File: src/rtl/sub_bytes_seq_pkg.sv
`default_nettype none
// ============================================================================
// Module      : sub_bytes_seq_pkg
// Description : Shared constants and FSM encoding for the S-box byte
//               substitution sequencer.
// Revision    : 1.0 - initial release
// ============================================================================
package sub_bytes_seq_pkg;

  // The S-box ROM is addressed by one byte and answers one cycle later.
  localparam int SBOX_ADDR_W       = 8;
  localparam int SBOX_READ_LATENCY = 1;

  // Default state word size (AES state: 16 bytes).
  localparam int DEFAULT_STATE_BYTES = 16;

  // Sequencer FSM encoding.
  typedef logic [1:0] state_t;
  localparam state_t ST_IDLE  = 2'd0;
  localparam state_t ST_ISSUE = 2'd1;
  localparam state_t ST_DRAIN = 2'd2;
  localparam state_t ST_DONE  = 2'd3;

  // Width of the byte-pair counter; never narrower than one bit.
  function automatic int pair_cnt_w(input int state_bytes);
    return (state_bytes / 2 > 1) ? $clog2(state_bytes / 2) : 1;
  endfunction

endpackage
`default_nettype wire

File: src/rtl/sub_bytes_seq.sv
`default_nettype none
// ============================================================================
// Module      : sub_bytes_seq
// Description : Feeds a state word through a shared dual-port S-box ROM, two
//               bytes per cycle, and reassembles the substituted word.
//               Port A serves even byte indices, port B odd ones. The ROM
//               read is registered, so returning data is qualified by a
//               one-cycle-delayed pending flag and pair index.
// Revision    : 1.0 - initial release
// ============================================================================
module sub_bytes_seq
  import sub_bytes_seq_pkg::*;
#(
  parameter int STATE_BYTES = DEFAULT_STATE_BYTES
) (
  input  logic                       clk,
  input  logic                       rst,
  input  logic                       in_valid,
  output logic                       in_ready,
  input  logic [8*STATE_BYTES-1:0]   in_state,
  output logic                       out_valid,
  input  logic                       out_ready,
  output logic [8*STATE_BYTES-1:0]   out_state,
  output logic [SBOX_ADDR_W-1:0]     sb_a_addr,
  output logic [SBOX_ADDR_W-1:0]     sb_b_addr,
  input  logic [7:0]                 sb_a_data,
  input  logic [7:0]                 sb_b_data
);

  localparam int PAIRS = STATE_BYTES / 2;
  localparam int K_W   = pair_cnt_w(STATE_BYTES);
  localparam int BI_W  = (STATE_BYTES > 2) ? $clog2(STATE_BYTES) : 1;
  localparam logic [K_W-1:0] K_LAST = K_W'(PAIRS - 1);

  state_t                        r_state;
  logic [K_W-1:0]                r_k;
  logic [K_W-1:0]                r_k_d;
  logic                          r_pending;
  logic [STATE_BYTES-1:0][7:0]   r_src;
  logic [STATE_BYTES-1:0][7:0]   r_result;

  logic                          w_accept;
  logic [BI_W-1:0]               w_idx_a;
  logic [BI_W-1:0]               w_idx_b;
  logic [BI_W-1:0]               w_cap_a;
  logic [BI_W-1:0]               w_cap_b;

  // Handshakes are masked while reset is asserted so nothing leaks out.
  assign in_ready  = (r_state == ST_IDLE) && !rst;
  assign out_valid = (r_state == ST_DONE) && !rst;
  assign out_state = r_result;
  assign w_accept  = in_valid && in_ready;

  // Byte indices of the pair being issued and of the pair being captured.
  assign w_idx_a = BI_W'({r_k, 1'b0});
  assign w_idx_b = w_idx_a | BI_W'(1);
  assign w_cap_a = BI_W'({r_k_d, 1'b0});
  assign w_cap_b = w_cap_a | BI_W'(1);

  // Sequencer FSM and pair counter; the counter stops at the last pair.
  always_ff @(posedge clk) begin
    if (rst) begin
      r_state <= ST_IDLE;
      r_k     <= '0;
    end else begin
      case (r_state)
        ST_IDLE: begin
          if (w_accept) begin
            r_k     <= '0;
            r_state <= ST_ISSUE;
          end
        end
        ST_ISSUE: begin
          if (r_k == K_LAST) begin
            r_state <= ST_DRAIN;
          end else begin
            r_k <= r_k + K_W'(1);
          end
        end
        ST_DRAIN: r_state <= ST_DONE;
        ST_DONE: begin
          if (out_ready) begin
            r_state <= ST_IDLE;
          end
        end
        default: r_state <= ST_IDLE;
      endcase
    end
  end

  // Source word is captured only on an accepted handshake.
  always_ff @(posedge clk) begin
    if (rst) begin
      r_src <= '0;
    end else if (w_accept) begin
      r_src <= in_state;
    end
  end

  // Delay the issue qualifier by the ROM read latency (one cycle).
  always_ff @(posedge clk) begin
    if (rst) begin
      r_pending <= 1'b0;
      r_k_d     <= '0;
    end else begin
      r_pending <= (r_state == ST_ISSUE);
      r_k_d     <= r_k;
    end
  end

  // Write returning ROM bytes back into their original positions.
  always_ff @(posedge clk) begin
    if (rst) begin
      r_result <= '0;
    end else if (r_pending) begin
      r_result[w_cap_a] <= sb_a_data;
      r_result[w_cap_b] <= sb_b_data;
    end
  end

  // ROM addresses are the source bytes themselves; parked at zero otherwise.
  always_comb begin
    sb_a_addr = '0;
    sb_b_addr = '0;
    if ((r_state == ST_ISSUE) && !rst) begin
      sb_a_addr = r_src[w_idx_a];
      sb_b_addr = r_src[w_idx_b];
    end
  end

endmodule
`default_nettype wire

File: config.mk
export PLATFORM = sky130hd
export DESIGN_NAME = sub_bytes_seq
export DESIGN_NICKNAME = d
export VERILOG_FILES = /design/src/rtl/sub_bytes_seq_pkg.sv /design/src/rtl/sub_bytes_seq.sv
export SDC_FILE = /design/constraint.sdc
export NUM_CORES = 1
export LEC_CHECK = 0
export BUFFER_PORTS_ARGS = -buffer_cell sky130_fd_sc_hd__buf_2
export CAP_MARGIN = 20
export CORE_MARGIN = 2
export CORE_UTILIZATION = 30
export CTS_BUF_LIST = sky130_fd_sc_hd__clkbuf_2
export DETAILED_ROUTE_END_ITERATION = 10
export MAX_ROUTING_LAYER = met4
export PLACE_DENSITY_LB_ADDON = 0.15
export SLEW_MARGIN = 20
export SYNTH_ARGS = -nofsm -noshare
export SYNTH_HDL_FRONTEND = slang
export SYNTH_SLANG_ARGS = --single-unit
File: constraint.sdc
create_clock -name clk -period 3.4 [get_ports clk]
set_input_delay 0.68 -clock clk [delete_from_list [all_inputs] [get_ports clk]]
set_output_delay 0.68 -clock clk [all_outputs]
set_load 0.02 [all_outputs]
### Word level (Yosys, flattened, before mapping)

Index checks and enable logic that the tools add are counted.

| operators by class | value |
|---|---|
| multiplexer cells | 19 |
| eq/ne operators | 8 |
| order comparisons | 6 |
| reductions and logical operators | 11 |
| $add $sub $neg | 1 |

Operators with widths:

| cell | number |
|---|---|
| 128-bit bitwise mux | 2 |
| 8-bit binary-select mux with 3-bit select | 2 |
| 8-bit demux with 3-bit select | 2 |
| 8-bit two-way mux | 6 |
| 4-bit by 5-bit less-than comparator with 1-bit output, second input constant | 4 |
| 4-bit by 1-bit >= comparator with 1-bit output, second input constant | 2 |
| 2-bit inequality test, second input constant | 4 |
| 2-bit one-hot mux with 4 select lines | 1 |
| 1-bit logical AND | 6 |
| 2-bit two-way mux | 3 |
| 3-bit two-way mux | 2 |
| 3-bit one-hot mux with 2 select lines | 1 |
| 3-bit AND reduction | 2 |
| 2-bit equality test, second input constant | 2 |
| 3-bit by 1-bit adder with 3-bit output, second input constant | 1 |
| 3-bit equality test, second input constant | 1 |
| 2-bit by 1-bit equality test with 1-bit output, second input constant | 1 |
| 2-bit logical NOT | 1 |
| 2-bit nonzero test | 1 |
| 1-bit logical NOT | 1 |

| storage, ports and cells | value |
|---|---|
| input port bits | 148 |
| output and inout bits | 146 |
| register bits | 265 |

### Logic depth before layout (Yosys ltp)

Gate-level depths: netlist of run 1.

| depth | value |
|---|---|
| word-level depth | 6 |
| depth in mapped cells | 9 |
| depth with buffers taken out | 5 |

### Least setup slack after synthesis of run 1

Ideal clock, no wire load.

| timing | value |
|---|---|
| path kind | in2out |
| start | input port rst |
| end | output port sb_a_addr[0] |
| data required time | 2.720 ns |
| buffers on the path | 2 |
| arrival | 1.715 ns |
| stages on the path | 5 |
| slack | 1.005 ns |
| path through | or4b_1 -> buf_2 -> buf_6 -> o22ai_2 -> or2_1 |

| on the way | value |
|---|---|
| longest elaborated chain between the ends | 3 |

RTL lines:

| item | RTL line | source |
|---|---|---|
| start: declaration | sub_bytes_seq.sv:17 | `input logic rst,` |
| 1-bit logical NOT | sub_bytes_seq.sv:125 | `if ((r_state == ST_ISSUE) && !rst) begin` |
| 1-bit logical AND | sub_bytes_seq.sv:125 |  |
| 8-bit two-way mux | sub_bytes_seq.sv:125 |  |
| end: declaration | sub_bytes_seq.sv:24 | `output logic [SBOX_ADDR_W-1:0] sb_a_addr,` |

Every way passes these cells.

### Worst setup path after layout of run 1

| timing | value |
|---|---|
| start | register r_state[1] |
| end | output port sb_a_addr[1] |

| on the way | value |
|---|---|
| longest elaborated chain between the ends | 3 |

RTL lines:

| item | RTL line | source |
|---|---|---|
| start: declaration | sub_bytes_seq.sv:35 | `state_t r_state;` |
| start signal: assignment | sub_bytes_seq.sv:63 | `r_state <= ST_IDLE;` |
| start signal: assignment | sub_bytes_seq.sv:70 | `r_state <= ST_ISSUE;` |
| start signal: assignment | sub_bytes_seq.sv:75 | `r_state <= ST_DRAIN;` |
| 2-bit by 1-bit equality test with 1-bit output | sub_bytes_seq.sv:125 |  |
| 1-bit logical AND | sub_bytes_seq.sv:125 |  |
| 8-bit two-way mux | sub_bytes_seq.sv:125 |  |

Every way passes these cells.

==> out/metrics.yaml, run 1 <==
outcome:
  status: "finished clean"
worst_setup_path:
  critPathMaxFanout: 8
  cpMaxStageDelayCell: "or4b_4"
  max_stage_delay_ns: 0.53
  rrSetupSlack_ns: 1.35
  crit_arrival_ns: 2.58
  required_ns: 2.72
  start_kind: "register"
  end_kind: "output port"
  crit_chain: "inv_4 > ha_4 > or4b_4 > buf_12 > o22ai_2 > or2_1 > buf_2"
  worstSetupPathType: "reg -> out"
timing:
  setup_tns_ns: 0
  skew_ns: 0.0378
  finalMaxSlewViolations: 0
  relSlewSlack_pct: 27.5
  fmax_mhz: 307
  tightest_slew_ns: 1.08
  fin_crit_sh_pct: 95.8
  hold_viol: 0
  rsz0062_at_grt: "true"
  min_period_ns: 3.26
  setup_viol: 0
  setup_ws_ns: 0.143
floorplanning:
  die_height_um: 192
  core_area_um2: 34600
  rows: 68
  initial_core_util_pct: 30.6
  io_pins: 294
  fp.dieW_um: 192
  die-area_um2: 36800
grt:
  gr-total-overflow: 0
  gr-usage-all-layers_pct: 19.7
  antenna_found_initial: 2
  grt_max_degree: 119
  grt_pass1_wl_um: 54400
  grt_pass1_vias: 9849
synth:
  synth-seq-area-share_pct: 50.1
  synthesis.area_um2: 10600
  avgSynthCellArea_um2: 8.02
  yosysTopAreaCellShare_pct: 50.1
  ys_ff_latch: 265
  yosysWarningCount: 0
  syn-num-nets: 1474
  yosysTopAreaCell: "dfxtp_1"
  yosysUniqueCellTypes: 33
  synth.area.top_cells: "dfxtp_1, nand2_1, mux2i_1, a21oi_1, o21ai_1"
  postSynthCellCount: 1319
layout:
  final_area_um2: 14400
  final_cell_mix: "nand2_1, buf_2, dfxtp_1, dlygate4sd3_1, a21oi_1"
  drive_gt1_share_pct: 26.0
  area_growth_pct: 36.3
  final_common_cell: "nand2_1"
  finalNetCount: 1885
  utilization_pct: 41.7
  regArea_um2: 5320
  fillCellCount: 3647
  multi_input_area_um2: 4730
power_and_ir_drop:
  intPower_mw: 5.06
  ir_drop_v: 0.000246
  pwr-share-clk_pct: 31.9
  power.net_switching_mw: 2.37
  p_leak_nw: 5.88
  powerDensity_nw_per_um2: 515
  power_frac_comb_pct: 18.5
  p_seq_share_pct: 49.6
  switching_share_pct: 31.9
clocking:
  htreeDepth: 3
  clock_path_buffers: 3
  numCtsBuffers: 74
  clock_sink_count: 265
  clk_pin_slew_worst_paths_ns: 0.11
  clk-insertion-delay-late_ns: 0.90
  cts_root_buf: "clkbuf_2"
  tritoncts: "built"
placed_design:
  place_ws_ns: 0.754
  portBuffers: 293
  gp_congestion: 0.844
  hpwl_um: 24400
  dpl_cell_area_um2: 12200
drt:
  drtIter0Drc: 493
  post_drt_wl_per_cell_um: 16.2
  vias: 10200
  firstDrtPassIters: 5
  ant_nets: 0
  drc: 0
  wirelength_um: 36300
  viasPerCell: 4.56
flow_run:
  cap_violations: 0
worst_hold_path:
  min-delay-path-class: "in -> reg"
-- power by group through the flow --
stage | Sequential (mW) | Clock (mW) | Combinational, mW
after detailed placement | 3.74 | 0 | 1.18
after global placement | 3.73 | 0 | 1.17
after CTS | 3.67 | 2.48 | 1.34
final | 3.68 | 2.37 | 1.38
after global routing | 3.73 | 2.62 | 1.53
after floorplan | 3.71 | 0 | 0.806
-- cells in the mapped netlist --
cell type	n
nand2_1	515
dfxtp_1	265
a21oi_1	128
o21ai_1	76
mux2i_1	65
buf_2	54
o21ai_0	53
clkbuf_1	48
o22ai_1	22
or2_1	16
buf_4	13
nor2b_1	11
o22ai_2	10
ha_1	7
nand4bb_1	5
nand4b_1	4
and4b_1	3
and4bb_2	3
mux2_2	3
and2_1	2
buf_6	2
inv_1	2
or4b_1	2
and3b_1	1
and4_1	1
buf_1	1
inv_2	1
nand4_1	1
nor3_1	1
nor4b_4	1
o21bai_1	1
o31ai_1	1
or4_1	1
-- metal layers --
layer / vias to the layer above / track usage (%) / routed length [um]
met1: 4648 / 24.1 / 16100
met3: 53 / 4.90 / 2300
met4: 0 / 6.57 / 686
li1: 5196 / - / -
met5: - / - / 0
met2: 311 / 31.8 / 17200
-- path summary, 6_finish.rpt --
| path | to | depth (start not counted) | start |
|---|---|---|---|
| worst max-delay path | sb_a_addr[1] | 7 | r_state[1] |
| worst min-delay path | out_state[98] | 3 | sb_a_data[2] |
| worst min register to register | r_src[82] | 2 | r_src[82] |
| worst max register to register | out_state[113] | 3 | r_k_d[2] |
-- cell type report --
class / count / area share (%)
clock inverters: 18 / 0.841
diodes: 2 / 0.0347
multi-input cells: 933 / 32.8
inverters: 3 / 0.113
repair buffers: 453 / 21.6
flip-flops and latches: 265 / 36.9
well taps: 455 / 3.95
clock buffers: 110 / 3.82
-- metrics by stage --
stage | total power, mW | hold slack (ns) | cells
after floorplan | 4.51 | 0.428 | 1319
after global placement | 4.90 | 0.434 | 1966
after detailed placement | 4.92 | 0.439 | 1966
after CTS | 7.49 | 0.0000543 | 2234
after global routing | 7.88 | 0.0192 | 2239
final | 7.43 | 0.148 | 2239
-- repair_timing --
action                                  in CTS  in global routing
hold buffers                               134                  0
setup buffers                                6                  2
cloned                                       0                  1
resized for setup                           11                 19
hold endpoints to repair                   161                  0
pin swaps                                    0                  2
endpoints found under the setup margin      16                 16
-- logic make-up (layout without fill, tap and decap cells) --
| logic type | Yosys count | count (layout) | synth area share [%] |
|---|---|---|---|
| AND/OR/NAND/NOR | 567 | 567 | 22.2 |
| buffers and inverters | 121 | 584 | 5.53 |
| flip-flops | 265 | 265 | 50.1 |
| AO/OA/AOI/OAI | 291 | 291 | 14.8 |
| other | 0 | 2 | 0 |
| multiplexers | 68 | 68 | 6.47 |
| adder cells (fa/ha/maj) | 7 | 7 | 0.828 |
-- worst max-delay path: cells and delay by family (launching register included) --
kind                       cells  cell delay (ns)
adders and majority gates      1             0.15
AOI/OAI and AO/OA              1             0.07
DFF                            1             0.36
and+or+nand+nor                2             0.69
buffers and inverters          3             0.42
-- sequential cells by signal (all words and copies together) (netlist names) --
| name | cells |
|---|---|
| r_state | 2 |
| r_k_d | 3 |
| r_src | 128 |
| r_k | 3 |
| r_pending | 1 |
| out_state | 128 |
No activity file was read; power rests on OpenSTA's default activity.
==> run 2: changes to the inputs <==
--- a/config.mk
+++ b/config.mk
@@ -7,7 +7,7 @@
 export LEC_CHECK = 0
 export BUFFER_PORTS_ARGS = -buffer_cell sky130_fd_sc_hd__buf_2
 export CAP_MARGIN = 20
-export CORE_MARGIN = 2
+export CORE_MARGIN = 3
 export CORE_UTILIZATION = 30
 export CTS_BUF_LIST = sky130_fd_sc_hd__clkbuf_2
 export DETAILED_ROUTE_END_ITERATION = 10
==> run 2 against run 1 <==
Global-route usage fell by 0.40 points. Largest cell class unchanged. First-iteration DRC count rose by 4.9%. Non-clock buffer count fell by 23. Critical path type unchanged. Sequential power barely moved. Wire length rose by 0.46%. Register-to-register slack got worse by 0.04 ns. Clock skew rose by 0.045 ns. Die area rose by 2.1%. Critical path depth did not move. Count of clock-buffer cells in the layout rose by 1. Critical endpoint is now sb_b_addr[1]. Combinational power fell by 8%. Fmax rose by 1.1%. Largest power group unchanged.
==> out/metrics.yaml, run 2 (synthesis gave the netlist of run 1 again) <==
floorplanning:
  core_area_um2: 34600  # unchanged
  rows: 68  # unchanged
  die_height_um: 194  # +1.0%
  die-area_um2: 37600  # +2.1%
  initial_core_util_pct: 30.6  # unchanged
  io_pins: 294  # unchanged
  fp.dieW_um: 194  # +1.0%
drt:
  wirelength_um: 36500  # +0.46%
  top_layer_used: "met4"
  firstDrtPassIters: 5  # unchanged
  wirelength_met1_um: 16400  # +1.4%
  dr_wl_met2_um: 16800  # -2.4%
  drtIter0Drc: 517  # +4.9%
  ant_nets: 0  # unchanged
  vias: 10100  # -0.64%
  post_drt_wl_per_cell_um: 16.4  # +1.3%
  drc: 0  # unchanged
  wl_met3_um: 2460  # +7.2%
  viasPerCell: 4.57  # +0.17%
power_and_ir_drop:
  switching_share_pct: 32.4  # +0.42 points
  powerDensity_nw_per_um2: 516  # +0.11%
  intPower_mw: 4.93  # -2.5%
  p_leak_nw: 5.74  # -2.3%
  power_mw: 7.29  # -1.8%
  ir_drop_v: 0.000279  # +13%
  power.net_switching_mw: 2.36  # -0.55%
  pwr-share-clk_pct: 31.9  # about the same
  power_frac_comb_pct: 17.4  # -1.1 points
  p_seq_share_pct: 50.7  # +1.1 points
worst_setup_path:
  worstSetupPathType: "reg -> out"
  critPathTopFamily: "simple AND/OR/NAND/NOR gates"
  max_stage_delay_ns: 0.47  # -0.06 ns
  cpMaxStageDelayCell: "or4b_1"
  critPathBufInv: 3  # unchanged
  critPathMaxFanout: 16  # +8
  required_ns: 2.72  # about the same
  crit_arrival_ns: 2.54  # -0.04 ns
  end_kind: "output port"
  crit_chain: "inv_2 > ha_4 > or4b_1 > buf_6 > o22ai_2 > or2_1 > buf_2"
  start_kind: "register"
timing:
  rsz0062_at_grt: "false"
  hold_viol: 0  # unchanged
  fin_crit_sh_pct: 94.7  # -1.1 points
  tightest_slew_ns: 1.02  # -0.0575 ns
  finalMaxSlewViolations: 0  # unchanged
  setup_tns_ns: 0  # unchanged
  fmax_mhz: 311  # +1.1%
  min_period_ns: 3.22  # -0.0366 ns
  relSlewSlack_pct: 31.4  # +3.8 points
  skew_ns: 0.0831  # +0.0453 ns
  setup_viol: 0  # unchanged
layout:
  regArea_um2: 5310  # -0.12%
  area_growth_pct: 33.7
  final_common_cell: "nand2_1"
  final_cell_mix: "nand2_1, buf_2, dfxtp_1, a21oi_1, dlygate4sd3_1"
  fillCellCount: 3624  # -0.63%
  drive_gt1_share_pct: 25.5  # -0.50 points
  multi_input_area_um2: 4710  # -0.53%
  finalNetCount: 1862  # -1.2%
outcome:
  status: "finished clean"
placed_design:
  gp_congestion: 0.842  # -0.19%
  portBuffers: 293  # unchanged
  hpwl_um: 24500  # +0.68%
worst_hold_path:
  min-delay-path-class: "in -> reg"
grt:
  grt_max_degree: 103  # -13%
  gr-usage-all-layers_pct: 19.3  # -0.40 points
  grt_pass1_wl_um: 56700  # +4.2%
  grt_pass1_vias: 9978  # +1.3%
  gr-total-overflow: 0  # unchanged
  antenna_found_initial: 4  # +2
clocking:
  htreeDepth: 3  # unchanged
  cts_root_buf: "clkbuf_2"
  numCtsBuffers: 74  # unchanged
  clk_pin_slew_worst_paths_ns: 0.10  # about the same
  clk-insertion-delay-late_ns: 0.88  # -0.02 ns
  clock_sink_count: 265  # unchanged
  clock_path_buffers: 3  # unchanged
  tritoncts: "built"
flow_run:
  cap_violations: 0  # unchanged
[run 2: cell type report]
| class | instances | area share [%] |
|---|---|---|
| Antenna cell | 4 | 0.0708 |
| Clock buffer | 111 | 3.93 |
| Clock inverter | 20 | 0.796 |
| Inverter | 3 | 0.0973 |
| Multi-Input combinational cell | 933 | 33.3 |
| Sequential cell | 265 | 37.5 |
| Tap cell | 455 | 4.03 |
| Timing Repair Buffer | 430 | 20.3 |
[run 2: power by group through the flow]
stage          combinational, mW  sequential, mW  clock [mW]
2_1_floorplan              0.806            3.71           0
4_1_cts                     1.29            3.70        2.43
6_report                    1.27            3.70        2.33
3_5_place_dp                1.16            3.76           0
5_1_grt                     1.42            3.74        2.58
3_3_place_gp                1.14            3.76           0
[run 2: timing repair]
| item | 4_1_cts | 5_1_grt |
|---|---|---|
| setup endpoints to repair | 16 | 14 |
| resized for setup | 3 | 2 |
| buffers inserted | 1 | 0 |
| pin swaps | 0 | 0 |
| hold buffers | 121 | 0 |
| endpoints found under the hold margin | 121 | 0 |
[run 2: worst register-to-register path, stage by stage (launching register included)]
cell,delay [ns]
dfxtp_2,0.35
inv_1,0.12
ha_1,0.24
and3b_4,0.58
buf_4,0.50
o21ai_0,0.18
[run 2: path summary, 6_finish.rpt]
path | depth (start not counted) | slack, ns | start | end
max | 7 | 0.18 | r_state[1] | sb_b_addr[1]
min | 3 | 0.10 | in_state[18] | r_src[18]
max reg2reg | 5 | 1.31 | r_state[0] | r_src[25]
min reg2reg | 2 | 0.45 | r_src[80] | r_src[80]
[run 2: through the flow]
| step | cells | instance area [um^2] | hold slack, ns | utilization [%] | worst slack, ns |
|---|---|---|---|---|---|
| after floorplan | 1319 | 10600 | 0.428 | - | 1.00 |
| after detailed placement | 1964 | 12200 | 0.441 | 35.3 | 0.711 |
| final | 2221 | 14100 | 0.102 | 40.8 | 0.180 |
| after global placement | 1964 | 12200 | 0.435 | 35.3 | 0.758 |
| after CTS | 2217 | 14100 | 0.00179 | 40.8 | 0.0231 |
| after global routing | 2221 | 14100 | 0.0355 | 40.8 | 0.0150 |
[run 2: routing by layer]
layer,global-route usage [%],vias to the layer above
li1,-,5165
met5,-,-
met4,6.40,0
met3,4.87,59
met1,24.2,4590
met2,30.5,329
